File: config.mk
export PLATFORM = sky130hd
export DESIGN_NAME = count_capture
export DESIGN_NICKNAME = d
export VERILOG_FILES = /design/src/rtl/count_capture.sv
export SDC_FILE = /design/constraint.sdc
export NUM_CORES = 1
export LEC_CHECK = 0
export ABC_AREA = 1
export CORE_AREA = 2 2 73 75
export CTS_CLUSTER_SIZE = 16
export DETAILED_ROUTE_END_ITERATION = 10
export DIE_AREA = 0 0 75 77
export DONT_BUFFER_PORTS = 1
export PLACE_DENSITY = 0.76
export SLEW_MARGIN = 40
export SYNTH_ARGS = -nofsm -noshare
export SYNTH_HDL_FRONTEND = slang
export SYNTH_SLANG_ARGS = --single-unit
export TNS_END_PERCENT = 20
File: constraint.sdc
create_clock -name clk -period 2.05 [get_ports clk]
set_input_delay 0.205 -clock clk [delete_from_list [all_inputs] [get_ports clk]]
set_output_delay 0.205 -clock clk [all_outputs]
set_load 0.03 [all_outputs]
File: src/rtl/count_capture.sv
// Timestamp capture: synchronizes an asynchronous event strobe, and on each
// rising edge pushes the current count into a show-ahead FIFO with sticky overflow.
module count_capture #(
  parameter int DEPTH = 4,
  parameter int WIDTH = 16
) (
  input  logic                     clk,
  input  logic                     reset,
  input  logic [WIDTH-1:0]         count_in,
  input  logic                     event_in,
  output logic [WIDTH-1:0]         cap_data,
  output logic                     cap_valid,
  input  logic                     cap_ready,
  output logic [$clog2(DEPTH):0]   level,
  output logic                     overflow,
  input  logic                     clr_ovf
);

  localparam int AW = $clog2(DEPTH);
  localparam int LW = AW + 1;

  logic             s1_q, s2_q, s3_q;
  logic             edge_det;
  logic [AW-1:0]    wr_ptr_q, wr_ptr_d;
  logic [AW-1:0]    rd_ptr_q, rd_ptr_d;
  logic [LW-1:0]    level_q, level_d;
  logic             valid_q, valid_d;
  logic             ovf_q, ovf_d;
  logic             full, pop, wr_en;
  logic [WIDTH-1:0] mem_q [DEPTH];

  always_ff @(posedge clk or negedge reset) begin
    if (!reset) begin
      s1_q <= 1'b0;
      s2_q <= 1'b0;
      s3_q <= 1'b0;
    end else begin
      s1_q <= event_in;
      s2_q <= s1_q;
      s3_q <= s2_q;
    end
  end

  assign edge_det = s2_q & ~s3_q;
  assign full     = (level_q == LW'(DEPTH));
  assign pop      = valid_q & cap_ready;
  // A full FIFO still accepts the push when the head is leaving on the same edge.
  assign wr_en    = edge_det & (~full | pop);

  always_comb begin
    wr_ptr_d = wr_ptr_q;
    rd_ptr_d = rd_ptr_q;
    level_d  = level_q;
    ovf_d    = ovf_q;
    valid_d  = 1'b0;
    if (wr_en) wr_ptr_d = wr_ptr_q + AW'(1);
    if (pop)   rd_ptr_d = rd_ptr_q + AW'(1);
    case ({wr_en, pop})
      2'b10:   level_d = level_q + LW'(1);
      2'b01:   level_d = level_q - LW'(1);
      default: level_d = level_q;
    endcase
    if (clr_ovf)              ovf_d = 1'b0;
    if (edge_det && !wr_en)   ovf_d = 1'b1;
    // Valid trails the first write into an empty FIFO by one cycle but drops with the last pop.
    valid_d = (level_q != '0) && (level_d != '0);
  end

  always_ff @(posedge clk or negedge reset) begin
    if (!reset) begin
      wr_ptr_q <= '0;
      rd_ptr_q <= '0;
      level_q  <= '0;
      valid_q  <= 1'b0;
      ovf_q    <= 1'b0;
    end else begin
      wr_ptr_q <= wr_ptr_d;
      rd_ptr_q <= rd_ptr_d;
      level_q  <= level_d;
      valid_q  <= valid_d;
      ovf_q    <= ovf_d;
    end
  end

  always_ff @(posedge clk) begin
    if (wr_en) mem_q[wr_ptr_q] <= count_in;
  end

  assign cap_data  = mem_q[rd_ptr_q];
  assign cap_valid = valid_q;
  assign level     = level_q;
  assign overflow  = ovf_q;

endmodule

# After elaboration in Yosys (flattened, before gate mapping)
# Memories as Yosys holds them, arrays and structs flattened.
# Cells that the tools add are included.
# Widths: inputs -> output; s select.
dict set report word_totals {
  register_bits 12
  mem_bits_rw 64
  output_inout_bits 21
  wordCells 33
  n_memories 1
}
# name words word_bits rd rd_clocked_by_memory_dff write_ports line_no
set memory_table {}
lappend memory_table {mem_q 4 16 1 0 1 30} ;# logic [WIDTH-1:0] mem_q [DEPTH];
dict set report op_classes {
  addsub 4
  eq_ne 3
  mux 5
  n_bitwise 6
  n_reduce_logical 6
}
# op count
set op_table {}
lappend op_table {{$pmux 3 s2} 1}
lappend op_table {{$reduce_bool 3->1} 2}
lappend op_table {{$add 2x1->2 const B} 2}
lappend op_table {{$mux 1} 4}
lappend op_table {{$add 3x1->3 const B} 1}
lappend op_table {{$and 1x1->1} 3}
lappend op_table {{$eq 3x3->1 const B} 1}
lappend op_table {{$sub 3x1->3 const B} 1}
lappend op_table {{$eq 2x1->1 const B} 1}
lappend op_table {{$eq 2x2->1 const B} 1}
lappend op_table {{$logic_and 1x1->1} 2}
lappend op_table {{$not 1->1} 2}
lappend op_table {{$reduce_bool 2->1} 1}
lappend op_table {{$logic_not 1->1} 1}
lappend op_table {{$or 1x1->1} 1}

# Logic depth before layout (Yosys ltp)
dict set report logic_depth {
  depth_word 8
  depth_mapped 12
  ltp_nobuf 12
}

# Worst setup path after synthesis
# Ideal clock, no wire load.
dict set report synth_timing {
  path_type {reg-to-reg}
  start {register valid_q (netlist: cap_valid)}
  end {memory mem_q[0][0] (enable)}
  setup_ps 389
  t_arrival_ps 1668
  required_ps 1661
  setup_slack_ps -6
  stages_incl_launch_ff 5
  n_path_buf 0
  period_less_slack_ps 2056
  cell_sequence {dfrtp_1 > nand2_2 > nand3_1 > nand2_1 > nor2_1}
}
dict set report synth_via {
  elab_chain_cells 5
}
# item line_no
set synth_lines {}
lappend synth_lines {{from (decl)} 27} ;# logic valid_q, valid_d;
lappend synth_lines {{from (signal assigned)} 80} ;# valid_q <= valid_d;
lappend synth_lines {{$and 1x1->1} 46} ;# assign pop = valid_q & cap_ready;
lappend synth_lines {{$or 1x1->1} 48} ;# assign wr_en = edge_det & (~full | pop);
lappend synth_lines {{$and 1x1->1} 48}
lappend synth_lines {{$mux 1} 86} ;# if (wr_en) mem_q[wr_ptr_q] <= count_in;
lappend synth_lines {{$mux 1 (not written as such)} 86}
lappend synth_lines {{to (decl)} 30}
# Every way passes these cells.

# Worst setup path in the final report
dict set report layout_timing {
  start {register rd_ptr_q[1]}
  end {output port cap_data[15]}
}
dict set report layout_via {
  elab_chain_cells 1
}
# item line_no
set layout_lines {}
lappend layout_lines {{from (decl)} 25} ;# logic [AW-1:0] rd_ptr_q, rd_ptr_d;
lappend layout_lines {{from (signal assigned)} 78} ;# rd_ptr_q <= rd_ptr_d;
lappend layout_lines {{$mem_v2 4x16} n/a}
lappend layout_lines {{to (decl)} 11} ;# output logic [WIDTH-1:0] cap_data,
# Every way passes these cells.

==> reports/metrics.cfg <==
[outcome]
status = finished, final reports clean

[yosys]
synth_area_mm2 = 0.00298
synth_area_leader_cell = edfxtp_1
ys_seq_area_share_pct = 74.7
synth.area.top_cells = edfxtp_1 65%, dfrtp_1 10%, nor2_1 5.3%, o21ai_0 3.9%, o22ai_1 3.4%
yosysMostFrequentCell = edfxtp_1
yosys_register_bits = 76
synth.top_cell.area_share_pct = 64.6
avgSynthCellArea_um2 = 13.2
synth_cell_type_count = 21
synth_ff_type = edfxtp_1
synth-async-reset-ratio_pct = 15.8
synth_cells = 225
synth_edf_count = 64
synth_common_cells = 64 x edfxtp_1, 42 x nor2_1, 23 x o21ai_0, 16 x o22ai_1, 14 x inv_1
syn-num-nets = 251
ys_warn_count = 0

[clock_tree]
cts_tree = yes
root_buffer = clkbuf_8
clock_latency_ns = 0.34
numClockSinks = 76
clockBufferDepth = 2
numCtsBuffers = 9
postCtsSetupBuffers = 0
htree_levels = 3
path_clk_slew_ns = 0.08

[power]
power.density_mw_per_mm2 = 1480
leakagePower_nw = 1.36
irDropWorstVdd_uv = 947

[grt]
grt_max_degree = 34
antenna_found_initial = 0
grt_pass1_wl_mm = 9.14
grt.total_usage_pct = 21.9
first_global_vias = 1883
overflow = 0

[detailed_routing]
drc = 0
vias_per_cell = 5.34
drt_pre_antenna_iters = 4
wl_per_cell_um = 15.9
drt_iter0_markers = 202
dr_total_vias = 1875
final_antenna_net_count = 0
wl_mm = 5.59

[critical_path]
worst-setup-path-type = reg2out
r2r_setup_slack_ns = 0.33
startpoint_type = flip-flop
cpPeakStageDelay_ns = 0.39
required_ns = 1.85
r2r-end = mem_q[1][10]
path_depth = 4
timing.rr.start = level[1]
reg2reg_depth = 5
end_kind = output port
path_buf_inv = 2
arrival_ns = 1.70
cp_max_fo = 16
cp_top_family = buffers and inverters
startpoint = rd_ptr_q[1]
cp_slowest_cell = inv_1
endpoint = cap_data[15]
cp_cell_sequence = inv_1 -> o21ai_0 -> o22ai_1 -> buf_4

[placement]
place_hpwl_mm = 3.31
port_buffers = 0
post-place-ws_ns = 0.349
place_congestion = 0.879

[worst_hold_path]
hold_path_class = in2reg

[timing]
setup_slack_ns = 0.148
skew_ns = 0.0103
post-route-min-period_ns = 1.90
slew_headroom_pct = 60.6
fin_crit_sh_pct = 92.8
fmax_ghz = 0.526
whs_ns = 0.0316
hold_violations = 0
worstMarginPinSlew_ns = 0.589
setup_viol = 0
rsz0062_at_grt = false
slew_violations = 0

[floorplanning]
start_util_pct = 59.8
die_y_um = 77
io_pins = 42
coreArea_mm2 = 0.00498
rows = 26
dieArea_mm2 = 0.00578
die_x_um = 75

[cells_and_area]
areaGrowthSynthToFinish_pct = 22.5
nets = 302
n_antenna_cell = 0
drive_gt1_share_pct = 17.8

[job]
cap_viol_max_count = 0

## state kept, by name, indices dropped and copies added, names as in the netlist
| register | count |
|---|---|
| rd_ptr_q | 2 |
| wr_ptr_q | 2 |
| overflow | 1 |
| cap_valid | 1 |
| s2_q | 1 |
| s3_q | 1 |
| mem_q | 64 |
| level | 3 |
| s1_q | 1 |
## power breakdown
group / internal, W / switching (W) / leakage [nW]
clock: 0.000722 / 0.000507 / 0.105
combinational: 0.000720 / 0.00144 / 0.538
sequential: 0.00190 / 0.000119 / 0.719
total: 0.00334 / 0.00206 / 1.36
## cells in the final DEF, fill, tap and decap left out, drive strengths merged, types with 4 or more instances in the layout
cell and instances:
buf 29, o22ai 16, nand2 13, ha 4
inv 18, clkbuf 14, dlygate4sd3 19, nor2 44
edfxtp 64, dfrtp 12, o21ai 32, nand3 6
## what timing repair did
| action | 4_1_cts | 5_1_grt |
|---|---|---|
| resized for setup | 0 | 2 |
| endpoints found under the hold margin | 78 | 0 |
| hold buffers | 19 | 0 |
| endpoints found under the setup margin | 0 | 1 |
## layout make-up
class / instances / area [µm²]
sequential: 76 / 2220
fill: 332 / 1330
multi-input combinational: 123 / 647
timing repair buffer: 48 / 408
clock buffer: 14 / 153
tap: 70 / 87.6
inverter: 18 / 70.1
clock inverter: 2 / 60.1
## kinds of logic after synthesis
logic type	share of synthesized area (%)
compound gates	9.37
fa+ha+maj	2.35
flops	74.7
xor+xnor	0.589
buf+inv	3.61
simple gates	9.42
## through the flow
stage / setup TNS, ns / power [W] / cell area (µm²) / instances / utilization [%]
2_1_floorplan: -0.411 / 0.00347 / 2980 / 225 / -
6_report: 0 / 0.00540 / 3650 / 351 / 73.3
3_5_place_dp: 0 / 0.00415 / 3240 / 316 / 65.1
5_1_grt: 0 / 0.00572 / 3650 / 351 / 73.3
3_3_place_gp: 0 / 0.00412 / 3240 / 316 / 65.1
4_1_cts: 0 / 0.00542 / 3640 / 351 / 73.2
## worst reg2reg max path, stage by stage (launching register included)
cell and delay, ns:
dfrtp_1 0.56, nor2_1 0.11, nand3_1 0.10, nand2_1 0.18, nor2_1 0.20, buf_4 0.25
## layer usage
| metal | track usage, % | wire, µm |
|---|---|---|
| met5 | 0 | 0 |
| met4 | 8.57 | 66 |
| met3 | 6.18 | 287 |
| met2 | 32.6 | 2850 |
| met1 | 30.5 | 2390 |
## how the worst min path moves through the flow
| stage | start | to | slack (ns) | depth (start not counted) |
|---|---|---|---|---|
| after floorplan | reset | cap_valid | -0.09 | 0 |
| after global placement | reset | level[1] | -0.09 | 0 |
| after detailed placement | reset | level[1] | -0.09 | 0 |
| after CTS | cap_ready | rd_ptr_q[0] | 0.03 | 2 |
| after global routing | cap_ready | rd_ptr_q[0] | 0.05 | 2 |
| final | cap_ready | rd_ptr_q[0] | 0.03 | 2 |
No activity file was read; power rests on OpenSTA's default activity.
